$ cat src/rtl/miss_mem_ctrl_if.sv
// Miss-path bus between the two-way cache (master) and the main-memory
// stage (slave), plus the debug read port into the backing store.
interface miss_mem_ctrl_if #(
    parameter int ADDR_W = 5,
    parameter int DATA_W = 8
);
    logic              req;
    logic              wb;
    logic [ADDR_W-1:0] wb_addr;
    logic [DATA_W-1:0] wb_data;
    logic [ADDR_W-1:0] rd_addr;
    logic              busy;
    logic              done;
    logic [DATA_W-1:0] rd_data;
    logic [ADDR_W-1:0] dbg_addr;
    logic [DATA_W-1:0] dbg_data;

    modport master (
        output req, wb, wb_addr, wb_data, rd_addr, dbg_addr,
        input  busy, done, rd_data, dbg_data
    );

    modport slave (
        input  req, wb, wb_addr, wb_data, rd_addr, dbg_addr,
        output busy, done, rd_data, dbg_data
    );
endinterface

$ cat src/rtl/miss_mem_ctrl.sv
// Main-memory stage behind the cache: optional dirty-victim writeback, then
// a word fetch, each access stalled for LAT cycles to model slow DRAM.
module miss_mem_ctrl #(
    parameter int ADDR_W = 5,
    parameter int DATA_W = 8,
    parameter int LAT    = 3
) (
    input  logic             clock,
    input  logic             resetn,
    miss_mem_ctrl_if.slave   bus
);
    localparam int         DEPTH = 1 << ADDR_W;
    localparam logic [3:0] LAST  = 4'(LAT - 1);

    typedef enum logic [1:0] {S_IDLE, S_WB, S_RD, S_DONE} state_t;

    state_t            r_state;
    state_t            w_state_next;
    logic [3:0]        r_cnt;
    logic [3:0]        w_cnt_next;
    logic              w_accept;
    logic              w_mem_we;
    logic              w_rd_fire;
    logic              r_busy;
    logic              r_done;
    logic [DATA_W-1:0] r_rd_data;
    logic [ADDR_W-1:0] r_wb_addr;
    logic [DATA_W-1:0] r_wb_data;
    logic [ADDR_W-1:0] r_rd_addr;
    logic [DATA_W-1:0] w_mem [DEPTH];

    always_comb begin
        w_state_next = r_state;
        w_cnt_next   = r_cnt;
        w_accept     = 1'b0;
        w_mem_we     = 1'b0;
        w_rd_fire    = 1'b0;
        case (r_state)
            S_IDLE: begin
                if (bus.req) begin
                    w_accept     = 1'b1;
                    w_cnt_next   = 4'd0;
                    w_state_next = bus.wb ? S_WB : S_RD;
                end
            end
            S_WB: begin
                if (r_cnt == LAST) begin
                    w_mem_we     = 1'b1;
                    w_cnt_next   = 4'd0;
                    w_state_next = S_RD;
                end else begin
                    w_cnt_next = r_cnt + 4'd1;
                end
            end
            S_RD: begin
                if (r_cnt == LAST) begin
                    w_rd_fire    = 1'b1;
                    w_cnt_next   = 4'd0;
                    w_state_next = S_DONE;
                end else begin
                    w_cnt_next = r_cnt + 4'd1;
                end
            end
            S_DONE:  w_state_next = S_IDLE;
            default: w_state_next = S_IDLE;
        endcase
    end

    always_ff @(posedge clock or negedge resetn) begin
        if (!resetn) begin
            r_state   <= S_IDLE;
            r_cnt     <= 4'd0;
            r_busy    <= 1'b0;
            r_done    <= 1'b0;
            r_rd_data <= '0;
            r_wb_addr <= '0;
            r_wb_data <= '0;
            r_rd_addr <= '0;
        end else begin
            r_state <= w_state_next;
            r_cnt   <= w_cnt_next;
            r_busy  <= (w_state_next != S_IDLE);
            r_done  <= w_rd_fire;
            if (w_rd_fire) begin
                r_rd_data <= w_mem[r_rd_addr];
            end
            if (w_accept) begin
                r_wb_addr <= bus.wb_addr;
                r_wb_data <= bus.wb_data;
                r_rd_addr <= bus.rd_addr;
            end
        end
    end

    // One register per word so reset can load every entry with its own index.
    for (genvar gi = 0; gi < DEPTH; gi++) begin : g_mem
        logic [DATA_W-1:0] r_word;
        always_ff @(posedge clock or negedge resetn) begin
            if (!resetn) begin
                r_word <= DATA_W'(gi);
            end else if (w_mem_we && (r_wb_addr == ADDR_W'(gi))) begin
                r_word <= r_wb_data;
            end
        end
        assign w_mem[gi] = r_word;
    end

    assign bus.busy     = r_busy;
    assign bus.done     = r_done;
    assign bus.rd_data  = r_rd_data;
    assign bus.dbg_data = w_mem[bus.dbg_addr];
endmodule
$ cat src/flat_wrapper.sv
// flat-port wrapper written by rule: the top's interface ports become plain ports
module miss_mem_ctrl_flat 
#(
    parameter int ADDR_W = 5,
    parameter int DATA_W = 8,
    parameter int LAT    = 3
)
  (clock, resetn, bus_req, bus_wb, bus_wb_addr, bus_wb_data, bus_rd_addr, bus_dbg_addr, bus_busy, bus_done, bus_rd_data, bus_dbg_data);
  miss_mem_ctrl_if #(.ADDR_W(ADDR_W), .DATA_W(DATA_W)) bus_i ();
  input  logic clock;
  input  logic resetn;
  input wire logic [$bits(bus_i.req)-1:0] bus_req;
  input wire logic [$bits(bus_i.wb)-1:0] bus_wb;
  input wire logic [$bits(bus_i.wb_addr)-1:0] bus_wb_addr;
  input wire logic [$bits(bus_i.wb_data)-1:0] bus_wb_data;
  input wire logic [$bits(bus_i.rd_addr)-1:0] bus_rd_addr;
  input wire logic [$bits(bus_i.dbg_addr)-1:0] bus_dbg_addr;
  output wire logic [$bits(bus_i.busy)-1:0] bus_busy;
  output wire logic [$bits(bus_i.done)-1:0] bus_done;
  output wire logic [$bits(bus_i.rd_data)-1:0] bus_rd_data;
  output wire logic [$bits(bus_i.dbg_data)-1:0] bus_dbg_data;
  assign bus_i.req = bus_req;
  assign bus_i.wb = bus_wb;
  assign bus_i.wb_addr = bus_wb_addr;
  assign bus_i.wb_data = bus_wb_data;
  assign bus_i.rd_addr = bus_rd_addr;
  assign bus_i.dbg_addr = bus_dbg_addr;
  assign bus_busy = bus_i.busy;
  assign bus_done = bus_i.done;
  assign bus_rd_data = bus_i.rd_data;
  assign bus_dbg_data = bus_i.dbg_data;
  miss_mem_ctrl #(.ADDR_W(ADDR_W), .DATA_W(DATA_W), .LAT(LAT)) u_core (.clock(clock), .resetn(resetn), .bus(bus_i));
endmodule
$ cat config.mk
export PLATFORM = sky130hd
export DESIGN_NAME = miss_mem_ctrl_flat
export DESIGN_NICKNAME = d
export VERILOG_FILES = /design/src/rtl/miss_mem_ctrl_if.sv /design/src/rtl/miss_mem_ctrl.sv /design/src/flat_wrapper.sv
export SDC_FILE = /design/constraint.sdc
export NUM_CORES = 1
export LEC_CHECK = 0
export ABC_AREA = 1
export BUFFER_PORTS_ARGS = -buffer_cell sky130_fd_sc_hd__buf_2
export CAP_MARGIN = 20
export CORE_AREA = 2 2 192 194
export CTS_CLUSTER_SIZE = 12
export DETAILED_ROUTE_END_ITERATION = 10
export DIE_AREA = 0 0 194 196
export MAX_ROUTING_LAYER = met4
export PLACE_DENSITY = 0.63
export SYNTH_ARGS = -nofsm -noshare
export SYNTH_HDL_FRONTEND = slang
export SYNTH_SLANG_ARGS = --single-unit
export TNS_END_PERCENT = 5
$ cat constraint.sdc
create_clock -name clock -period 1.74 [get_ports clock]
set_input_delay 0.174 -clock clock [delete_from_list [all_inputs] [get_ports clock]]
set_output_delay 0.174 -clock clock [all_outputs]
set_load 0.05 [all_outputs]
# Word-level counts from Yosys, hierarchy flattened
# Cells that the tools add are included.
[classes]
addsub = 1
mul = 0
div_mod_pow = 0
order_cmp = 2
eq_ne = 36
shift = 0
muxes = 19
bitwise = 2
reduce_logical = 38
[ops]
columns = ["op", "n"]
rows = [
  ["8-bit binary-select mux with 5-bit select", 2],
  ["5-bit equality test, second input constant", 16],
  ["5-bit by 4-bit equality test with 1-bit output, second input constant", 8],
  ["1-bit logical AND", 32],
  ["8-bit 2-to-1 mux", 4],
  ["5-bit by 3-bit equality test with 1-bit output, second input constant", 4],
  ["6-bit greater-or-equal comparator, second input constant", 2],
  ["5-bit NOT with 6-bit output", 2],
  ["5-bit by 2-bit equality test with 1-bit output, second input constant", 2],
  ["2-bit 2-to-1 mux", 4],
  ["4-bit 2-to-1 mux", 2],
  ["2-bit one-hot mux with 4 select lines", 1],
  ["4-bit one-hot mux with 2 select lines", 1],
  ["5-bit by 1-bit equality test with 1-bit output, second input constant", 1],
  ["5-bit zero test", 1],
  ["1-bit 2-to-1 mux", 5],
  ["4-bit by 1-bit adder with 4-bit output, second input constant", 1],
  ["2-bit equality test, second input constant", 2],
  ["4-bit by 2-bit equality test with 1-bit output, second input constant", 1],
  ["2-bit nonzero test", 2],
  ["2-bit by 1-bit equality test with 1-bit output, second input constant", 1],
  ["2-bit zero test", 1],
  ["2-bit != test, second input constant", 1],
  ["2-bit AND reduction", 1],
  ["2-bit OR reduction", 1],
]
[word_totals]
regBits = 290
latchBits = 0
mem_bits_rw = 0
rom_bits = 0
inputBits = 27
memories = 0

# Logic depth before layout (Yosys ltp)
# Gate-level depths: netlist of the first run.
[logic_depth]
word_depth = 4
ltp_mapped = 12
depth_no_buf = 10

# Least setup slack after synthesis of the first run
# Ideal clock, no wire load.
[synth_path]
path_type = "register to register"
startpoint = "reg u_core.r_cnt[0]"
endpoint = "reg u_core.g_mem[19].r_word[7]"
setup_time_ns = 0.135
arrival_time_ns = 1.675
required_ns = 1.605
setup_slack_ns = -0.070
path_stages_with_launch = 12
period_less_slack_ns = 1.810
cell_sequence = "dfrtp_1 -> inv_1 -> ha_1 -> nand3_2 -> nor2_1 -> inv_1 -> nor2_1 -> buf_4 -> nand2_1 -> buf_2 -> nand2_1 -> o21ai_0"
[synth_via]
elab_chain_len = 4
[synth_lines]
columns = ["element", "line_no", "rtl"]
rows = [
  ["start, declared", "miss_mem_ctrl.sv:19", "logic [3:0] r_cnt;"],
  ["start signal, assigned", "miss_mem_ctrl.sv:81", "r_cnt <= w_cnt_next;"],
  ["4-bit by 2-bit equality test with 1-bit output", "miss_mem_ctrl.sv:47", "if (r_cnt == LAST) begin"],
  ["1-bit 2-to-1 mux", "miss_mem_ctrl.sv:47", ""],
  ["1-bit 2-to-1 mux", "miss_mem_ctrl.sv:38", "case (r_state)"],
  ["1-bit logical AND", "miss_mem_ctrl.sv:101", "end else if (w_mem_we && (r_wb_addr == ADDR_W'(gi))) begin"],
  ["end signal, assigned", "miss_mem_ctrl.sv:100", "r_word <= DATA_W'(gi);"],
  ["end signal, assigned", "miss_mem_ctrl.sv:102", "r_word <= r_wb_data;"],
  ["end, declared", "miss_mem_ctrl.sv:97", "logic [DATA_W-1:0] r_word;"],
]
# No other way between the ends.
# A chain may end at the register's enable or synchronous reset.

# Worst setup path after layout of the first run
[layout_path]
startpoint = "reg u_core.g_mem[1].r_word[0]"
endpoint = "out bus_dbg_data[0]"
[layout_via]
elab_chain_len = 3
[layout_lines]
columns = ["element", "line_no", "rtl"]
rows = [
  ["start, declared", "miss_mem_ctrl.sv:97", ""],
  ["start signal, assigned", "miss_mem_ctrl.sv:100", ""],
  ["start signal, assigned", "miss_mem_ctrl.sv:102", ""],
  ["8-bit binary-select mux with 5-bit select", "miss_mem_ctrl.sv:111", "assign bus.dbg_data = w_mem[bus.dbg_addr];"],
  ["8-bit 2-to-1 mux (not written as such) (2 in series)", "miss_mem_ctrl.sv:111", ""],
  ["end, declared", "flat_wrapper.sv:21", "output wire logic [$bits(bus_i.dbg_data)-1:0] bus_dbg_data;"],
]
# No other way between the ends. The select of a mux whose other input is x is not followed.

==> results of run 1 <==
timing repair:
| action | 4_1_cts | 5_1_grt |
|---|---|---|
| setup buffers | 12 | 11 |
| resized for setup | 129 | 237 |
| endpoints found under the hold margin | 242 | 0 |
| cloned | 0 | 1 |
| hold buffers | 21 | 0 |
| pin swaps | 40 | 31 |
| endpoints found under the setup margin | 210 | 277 |
cell type report:
| class | instances | area, um2 | share of cell area (%) |
|---|---|---|---|
| Clock buffer | 48 | 994.7 | 4.908 |
| Clock inverter | 14 | 126.4 | 0.6235 |
| Inverter | 117 | 473.0 | 2.333 |
| Multi-Input combinational cell | 1665 | 8029 | 39.61 |
| Sequential cell | 290 | 7366 | 36.34 |
| Tap cell | 468 | 585.6 | 2.889 |
| Timing Repair Buffer | 240 | 2694 | 13.29 |
per-layer routing:
| layer | wire length (um) | track usage [%] | vias up |
|---|---|---|---|
| li1 | - | - | 7552 |
| met4 | 2745 | 14.37 | 0 |
| met1 | 23750 | 42.01 | 7681 |
| met2 | 26860 | 48.37 | 839 |
| met3 | 5388 | 4.710 | 171 |
| met5 | 0 | - | - |
power by group:
part           internal, mW  switching [mW]  leakage, nW
sequential             7.57           0.658         3.68
combinational          3.44            7.86         4.47
clock                  4.30            3.03        0.561
kinds of logic after synthesis:
logic type	synth area share, %
AND/OR/NAND/NOR	33.72
flip-flops	45.96
AO/OA/AOI/OAI	12.96
adder cells (fa/ha/maj)	0.3908
buffers and inverters	6.971
state kept, by name, summed over array words and instances (netlist names):
| name | count |
|---|---|
| u_core.r_rd_addr | 5 |
| u_core.g_mem.r_word | 256 |
| u_core.r_wb_addr | 5 |
| u_core.r_wb_data | 8 |
| u_core.bus.rd_data | 8 |
| u_core.r_cnt | 4 |
| u_core.r_state | 2 |
| u_core.bus.busy | 1 |
| u_core.bus.done | 1 |
stage by stage:
| step | setup TNS (ps) | power [mW] | area, um2 | hold WS, ps | cells |
|---|---|---|---|---|---|
| 3_5_place_dp | -8217 | 18.60 | 18100 | 52.11 | 2735 |
| 6_report | -4379 | 26.86 | 20270 | 33.21 | 2842 |
| 5_1_grt | -20780 | 27.97 | 20270 | 71.60 | 2842 |
| 4_1_cts | -5083 | 26.25 | 19770 | 9.321 | 2830 |
| 2_1_floorplan | -1209 | 13.89 | 16020 | -121.6 | 2239 |
| 3_3_place_gp | -3773 | 18.49 | 18100 | 50.67 | 2735 |
placed cells by master (no fill, tap or decap), types with 3 or more instances in the layout:
master                          Yosys  routed
sky130_fd_sc_hd__a21oi_1           61      53
sky130_fd_sc_hd__a21oi_2            0       8
sky130_fd_sc_hd__buf_12             0      65
sky130_fd_sc_hd__buf_2             31      34
sky130_fd_sc_hd__buf_4              3     103
sky130_fd_sc_hd__buf_6              0       7
sky130_fd_sc_hd__buf_8              0       9
sky130_fd_sc_hd__clkbuf_1         115       6
sky130_fd_sc_hd__clkbuf_16          0      36
sky130_fd_sc_hd__clkbuf_8           0       7
sky130_fd_sc_hd__clkinv_2           0      11
sky130_fd_sc_hd__dfrtp_1          210     205
sky130_fd_sc_hd__dfrtp_2            0       4
sky130_fd_sc_hd__dfstp_2           80      80
sky130_fd_sc_hd__dlygate4sd3_1      0      21
sky130_fd_sc_hd__ha_1               5       3
sky130_fd_sc_hd__inv_1            103      86
sky130_fd_sc_hd__inv_2             11      24
sky130_fd_sc_hd__nand2_1          867     792
sky130_fd_sc_hd__nand2_2            0      72
sky130_fd_sc_hd__nand2_4            0       3
sky130_fd_sc_hd__nand3_1          340     326
sky130_fd_sc_hd__nand3_2            2      14
sky130_fd_sc_hd__nand4_4            3       3
sky130_fd_sc_hd__nor2_1            30      21
sky130_fd_sc_hd__nor2_2             3       8
sky130_fd_sc_hd__nor2_4             3       7
sky130_fd_sc_hd__nor3_4             9       9
sky130_fd_sc_hd__o211ai_1          33      33
sky130_fd_sc_hd__o21ai_0          295     133
sky130_fd_sc_hd__o21ai_1            6     141
sky130_fd_sc_hd__o21ai_2            0      27
worst max path at each step:
stage                                 end  slack (ps)  cells past startpoint
2_1_floorplan  u_core.g_mem[13].r_word[5]         -50                     11
3_3_place_gp              bus_dbg_data[2]        -160                     13
3_5_place_dp              bus_dbg_data[2]        -180                     13
4_1_cts                   bus_dbg_data[0]        -400                      9
5_1_grt                   bus_dbg_data[0]        -460                      9
6_report                  bus_dbg_data[0]        -400                      9
worst max-delay path, stage by stage, from the launching register on:
cell                       delay, ps
sky130_fd_sc_hd__dfstp_2         540
sky130_fd_sc_hd__inv_2            40
sky130_fd_sc_hd__o211ai_1        150
sky130_fd_sc_hd__nand3_1         110
sky130_fd_sc_hd__nand2_2         100
sky130_fd_sc_hd__nand2_1          60
sky130_fd_sc_hd__nand2_2         100
sky130_fd_sc_hd__nand2_1          70
sky130_fd_sc_hd__nand2_2         100
sky130_fd_sc_hd__buf_8           150
==> metrics.csv, run 1 <==
metric,value,unit
die_outline_height,196,um
critical_path.startpoint,u_core.g_mem[1].r_word[0],
grt_overflow_total,0,
cts.reportedPaths.clkPinSlew,60,ps
final.setup.worst_slack,-396.0,ps
io-pin-count,45,
die_span_x,194,um
ir_worst_vdd,1.008,mV
maxClockFrequency,0.4682,GHz
setup_violations,76,
grt_max_degree,81,
via_count_of_the_first_global_routing_pass,15500,
netlist_instances,2239,
power.static_leakage,8.717,nW
critPathMaxFanout,2,
synthArstFlopShare,100.0,%
syn_area_per_cell,7.150,um2
antennaDiodeCount,0,
power-per-cell-area,1325,mW/mm2
global_route.usage.total,31.71,%
synth_cell_types,28,
root_buffer,sky130_fd_sc_hd__clkbuf_16,
cts_made_buffers,35,
synth_top_area_share,32.83,%
timing_worst_slew_pin_value,573.0,ps
synth_top_area_cell,sky130_fd_sc_hd__dfrtp_1,
yosys_most_used_dff,sky130_fd_sc_hd__dfrtp_1,
clockBufferDepth,3,
route.antenna.remaining_nets,0,
place_ws,-179.6,ps
finalCritPeriodShare,122.8,%
core_region_area,0.03608,mm2
cp.required,1570,ps
ys_seq_elements,290,
flow.area_growth_from_synthesis,26.60,%
final_nets,2381,
holdCritStartpoint,bus_wb,
ys_seq_area_share,45.96,%
detailroute.via_count,16240,
final_core_utilization,56.17,%
min_period,2136,ps
clock_tree_from_tritoncts,built,
std_cell_rows,70,
initialDrtViolationCount,1859,
worstSkewPairLatency,550,ps
arrival,1960,ps
max-slew-margin-rel,61.80,%
detail_route.wirelength,58.75,mm
violations_in_the_final_reports,setup timing,
hold_path.class,input pin to flip-flop,
global_route_wire_length_before_repair,90.58,mm
design.die.area,0.03802,mm2
number_of_detailed_route_iterations_in_the_first_pass,6,
fill_cells,3323,
worst_setup_path_start_kind,flip-flop,
holdPathEnd,u_core.bus.busy,
clkSinkCount,290,
drive_above_1_share,23.04,%
ys.warnings.count,0,
worstSetupPathType,flip-flop to output port,
htree_levels,2,
worst_r2r_startpoint,u_core.r_cnt[0],
synth.cell_area,0.01601,mm2
skew,11.97,ps
timing.final.max_slew_violations,0,
reg2reg_slack,-80,ps
drcViolationCount,0,
wl_per_cell,20.67,um
yosys-top-cells-count,"sky130_fd_sc_hd__nand2_1 (867), sky130_fd_sc_hd__nand3_1 (340), sky130_fd_sc_hd__o21ai_0 (295)",
place.detailed.hpwl,38.62,mm
max-cap-violations,0,
gp_routability_congestion,0.9452,
timing.critical_path.to_type,output port,
grt_antenna_before_repair,0,
setup_repair_after_global_routing_missed_its_margin,true,
timing.final.hold_violations,0,
vias_per_cell,5.715,
reg2regPathDepth,12,
synth_enable_flop_cells,0,
initial_core_util,44.37,%
synth.area.top_cells,"sky130_fd_sc_hd__dfrtp_1 (33%), sky130_fd_sc_hd__nand2_1 (20%), sky130_fd_sc_hd__dfstp_2 (13%)",
port-buffer-count,44,
outcome,"finished, violations left",
mappedNetlistNets,2271,
yosys.cell_count.top_type,sky130_fd_sc_hd__nand2_1,
hold_path_depth,5,
regToRegEndpoint,u_core.g_mem[17].r_word[7],
No activity file was read; power rests on OpenSTA's default activity.
==> run 2, diff against run 1 <==
--- a/config.mk
+++ b/config.mk
@@ -5,15 +5,14 @@
 export SDC_FILE = /design/constraint.sdc
 export NUM_CORES = 1
 export LEC_CHECK = 0
-export ABC_AREA = 1
 export BUFFER_PORTS_ARGS = -buffer_cell sky130_fd_sc_hd__buf_2
 export CAP_MARGIN = 20
-export CORE_AREA = 2 2 192 194
+export CORE_AREA = 2 2 190 192
 export CTS_CLUSTER_SIZE = 12
 export DETAILED_ROUTE_END_ITERATION = 10
-export DIE_AREA = 0 0 194 196
+export DIE_AREA = 0 0 192 194
 export MAX_ROUTING_LAYER = met4
-export PLACE_DENSITY = 0.63
+export PLACE_DENSITY = 0.62
 export SYNTH_ARGS = -nofsm -noshare
 export SYNTH_HDL_FRONTEND = slang
 export SYNTH_SLANG_ARGS = --single-unit
==> metrics.csv, run 2 <==
metric,value,unit,change
number_of_detailed_route_iterations_in_the_first_pass,7,,was 6
yosys.cell_count.top_type,sky130_fd_sc_hd__mux2_2,,was sky130_fd_sc_hd__nand2_1
synthMuxAreaShare,40.14,%,was 0%
arrival,2400,ps,was 1960 ps
synth.area.top_cells,"sky130_fd_sc_hd__dfrtp_1 (34%), sky130_fd_sc_hd__mux2_2 (20%), sky130_fd_sc_hd__dfstp_2 (13%)",,"was sky130_fd_sc_hd__dfrtp_1 (33%), sky130_fd_sc_hd__nand2_1 (20%), sky130_fd_sc_hd__dfstp_2 (13%)"
synth_top_area_share,33.70,%,was 32.83%
mappedNetlistNets,1110,,was 2271
power-per-cell-area,1301,mW/mm2,was 1325 mW/mm2
ir_worst_vdd,0.9348,mV,was 1.008 mV
grt_overflow_total,0,,unchanged
ys_seq_area_share,47.18,%,was 45.96%
io-pin-count,45,,unchanged
cp.required,1570,ps,about the same
post_synth_fa_ha_maj_area_fraction,0.4012,%,was 0.3908%
worst_setup_path_start_kind,flip-flop,,unchanged
detail_route.wirelength,47.04,mm,was 58.75 mm
maxClockFrequency,0.3891,GHz,was 0.4682 GHz
number_of_flip_flops_in_the_largest_register,256,,unchanged
final_nets,1427,,was 2381
place.detailed.hpwl,29.85,mm,was 38.62 mm
grt_antenna_before_repair,0,,unchanged
violations_in_the_final_reports,setup timing,,unchanged
synth_top_area_cell,sky130_fd_sc_hd__dfrtp_1,,unchanged
design.die.area,0.03725,mm2,was 0.03802 mm2
yosys-top-cells-count,"sky130_fd_sc_hd__mux2_2 (282), sky130_fd_sc_hd__dfrtp_1 (210), sky130_fd_sc_hd__mux2i_1 (128)",,"was sky130_fd_sc_hd__nand2_1 (867), sky130_fd_sc_hd__nand3_1 (340), sky130_fd_sc_hd__o21ai_0 (295)"
final_core_utilization,60.62,%,was 56.17%
initialDrtViolationCount,628,,was 1859
core_region_area,0.03522,mm2,was 0.03608 mm2
worstSkewPairLatency,540,ps,was 550 ps
vias_per_cell,5.834,,was 5.715
layout_cell_area_excl_fill,0.02135,mm2,was 0.02027 mm2
top_register,u_core.g_mem.r_word,,unchanged
drive_above_1_share,64.95,%,was 23.04%
htree_levels,2,,unchanged
min_period,2570,ps,was 2136 ps
hold_path.class,input pin to flip-flop,,unchanged
detailroute.via_count,10980,,was 16240
fill_cells,2722,,was 3323
syn_area_per_cell,14.46,um2,was 7.150 um2
port-buffer-count,44,,unchanged
mostFrequentLayoutCells,"sky130_fd_sc_hd__buf_4 (226), sky130_fd_sc_hd__dfrtp_1 (207), sky130_fd_sc_hd__mux2_2 (160)",,"was sky130_fd_sc_hd__nand2_1 (792), sky130_fd_sc_hd__nand3_1 (326), sky130_fd_sc_hd__dfrtp_1 (205)"
synth.cell_area,0.01559,mm2,was 0.01601 mm2
timing_worst_slew_pin_value,645.7,ps,was 573.0 ps
timing.final.hold_violations,0,,unchanged
numPlacedInstances,1766,,was 2735
place_ws,-587.9,ps,was -179.6 ps
power,27.78,mW,was 26.86 mW
dp_area,0.01868,mm2,was 0.01810 mm2
dominant_combinational_cell_family_by_area_after_synthesis,multiplexers,,was simple AND/OR/NAND/NOR gates
ys.warnings.count,0,,unchanged
finalNonFillerCells,1882,,was 2842
power.static_leakage,9.963,nW,was 8.717 nW
hold-worst-slack,74.67,ps,was 33.21 ps
finalCritPeriodShare,147.7,%,was 122.8%
synth_enable_flop_cells,0,,unchanged
global_route.usage.total,26.85,%,was 31.71%
setup_repair_after_global_routing_missed_its_margin,true,,unchanged
clkSinkCount,290,,unchanged
initial_core_util,44.27,%,was 44.37%
yosys.area_share.xor_xnor,0,%,unchanged
drcViolationCount,0,,unchanged
clockBufferDepth,3,,unchanged
timing.final.max_slew_violations,0,,unchanged
max-slew-margin-rel,56.95,%,was 61.80%
cts.reportedPaths.clkPinSlew,60,ps,about the same
global_route_wire_length_before_repair,72.42,mm,was 90.58 mm
synthArstFlopShare,100.0,%,unchanged
std_cell_rows,69,,was 70
final.setup.worst_slack,-829.8,ps,was -396.0 ps
worstSetupPathType,flip-flop to output port,,unchanged
synth_cell_types,37,,was 28
critPathMaxFanout,3,,was 2
outcome,"finished, violations left",,unchanged
clock_tree_from_tritoncts,built,,unchanged
flow.area_growth_from_synthesis,36.95,%,was 26.60%
grt_max_degree,54,,was 81
setup_violations,275,,was 76
synth_simple_gate_area_share,4.245,%,was 33.72%
synth_compound_gate_area_share,5.176,%,was 12.96%
via_count_of_the_first_global_routing_pass,11830,,was 15500
max-cap-violations,0,,unchanged
timing.critical_path.to_type,output port,,unchanged
route.antenna.remaining_nets,0,,unchanged
yosys_most_used_dff,sky130_fd_sc_hd__dfrtp_1,,unchanged
die_span_x,192,um,was 194 um
ys_seq_elements,290,,unchanged
netlist_instances,1078,,was 2239
setup_total_negative_slack,-74470,ps,was -4379 ps
antennaDiodeCount,0,,unchanged
wl_per_cell,24.99,um,was 20.67 um
die_outline_height,194,um,was 196 um
skew,24.48,ps,was 11.97 ps
cts_made_buffers,35,,unchanged
root_buffer,sky130_fd_sc_hd__clkbuf_16,,unchanged
commonest_non_fill_non_tap_cell_in_the_layout,sky130_fd_sc_hd__buf_4,,was sky130_fd_sc_hd__nand2_1
gp_routability_congestion,0.8337,,was 0.9452
## run 2: cell types whose count changed in the layout (fill, tap and decap cells not counted), sizes merged, moves of 33 or more
| cell | delta |
|---|---|
| o211ai | -33 |
| inv | -110 |
| nand2 | -838 |
| nand3 | -334 |
| a21oi | -41 |
| buf | +131 |
| a22oi | +33 |
| mux2i | +128 |
| mux2 | +282 |
| mux4 | +80 |
| o21ai | -294 |
## run 2: final cells by class
class	count	area (um2)	share of cell area [%]
clock buffer	50	1075	5.033
multi-input combinational	695	8552	40.05
clock inverter	13	115.1	0.5391
sequential	290	7363	34.48
timing repair buffer	369	3657	17.13
tap	461	576.8	2.701
inverter	4	15.01	0.07031
## run 2: worst max-delay path, cell delays in order (launching register included)
cell	delay (ps)
sky130_fd_sc_hd__dfrtp_1	410
sky130_fd_sc_hd__mux4_2	460
sky130_fd_sc_hd__mux4_2	510
sky130_fd_sc_hd__mux2_4	320
sky130_fd_sc_hd__buf_6	160
## run 2: final timing paths
path,startpoint,end,slack [ps],cells past startpoint
max reg2reg,u_core.r_cnt[0],u_core.g_mem[6].r_word[0],-360,9
max,u_core.g_mem[15].r_word[7],bus_dbg_data[7],-830,4
max in group asynchronous,resetn,u_core.g_mem[5].r_word[0],870,3
min in group asynchronous,resetn,u_core.g_mem[2].r_word[7],160,2
min,bus_req,u_core.r_state[0],70,4
min reg2reg,u_core.bus.rd_data[5],u_core.bus.rd_data[5],480,2
## run 2: per-layer routing
layer	up-vias	global-route usage, %	share of wire (%)
li1	4790	-	-
met1	5716	36.11	44
met2	356	40.30	46
met3	118	5.376	6.0
met4	0	10.01	3.9
met5	-	-	0
## run 2: kinds of logic after synthesis
| kind of cell | Yosys count |
|---|---|
| and+or+nand+nor | 88 |
| DFF | 290 |
| AOI/OAI and AO/OA | 111 |
| adders and majority gates | 5 |
| buffers and inverters | 94 |
| muxes | 490 |
## run 2: timing repair
item | in CTS | in global routing
cloned | 2 | 0
pin swaps | 33 | 9
setup buffers | 15 | 13
hold endpoints to repair | 133 | 0
hold buffers | 20 | 0
gates resized for setup | 195 | 28
setup endpoints to repair | 272 | 274
## run 2: power by group
part	switching, mW	leakage, nW	internal, mW
Sequential	0.788	3.69	7.60
Combinational	6.29	5.67	5.56
Clock	2.96	0.603	4.59
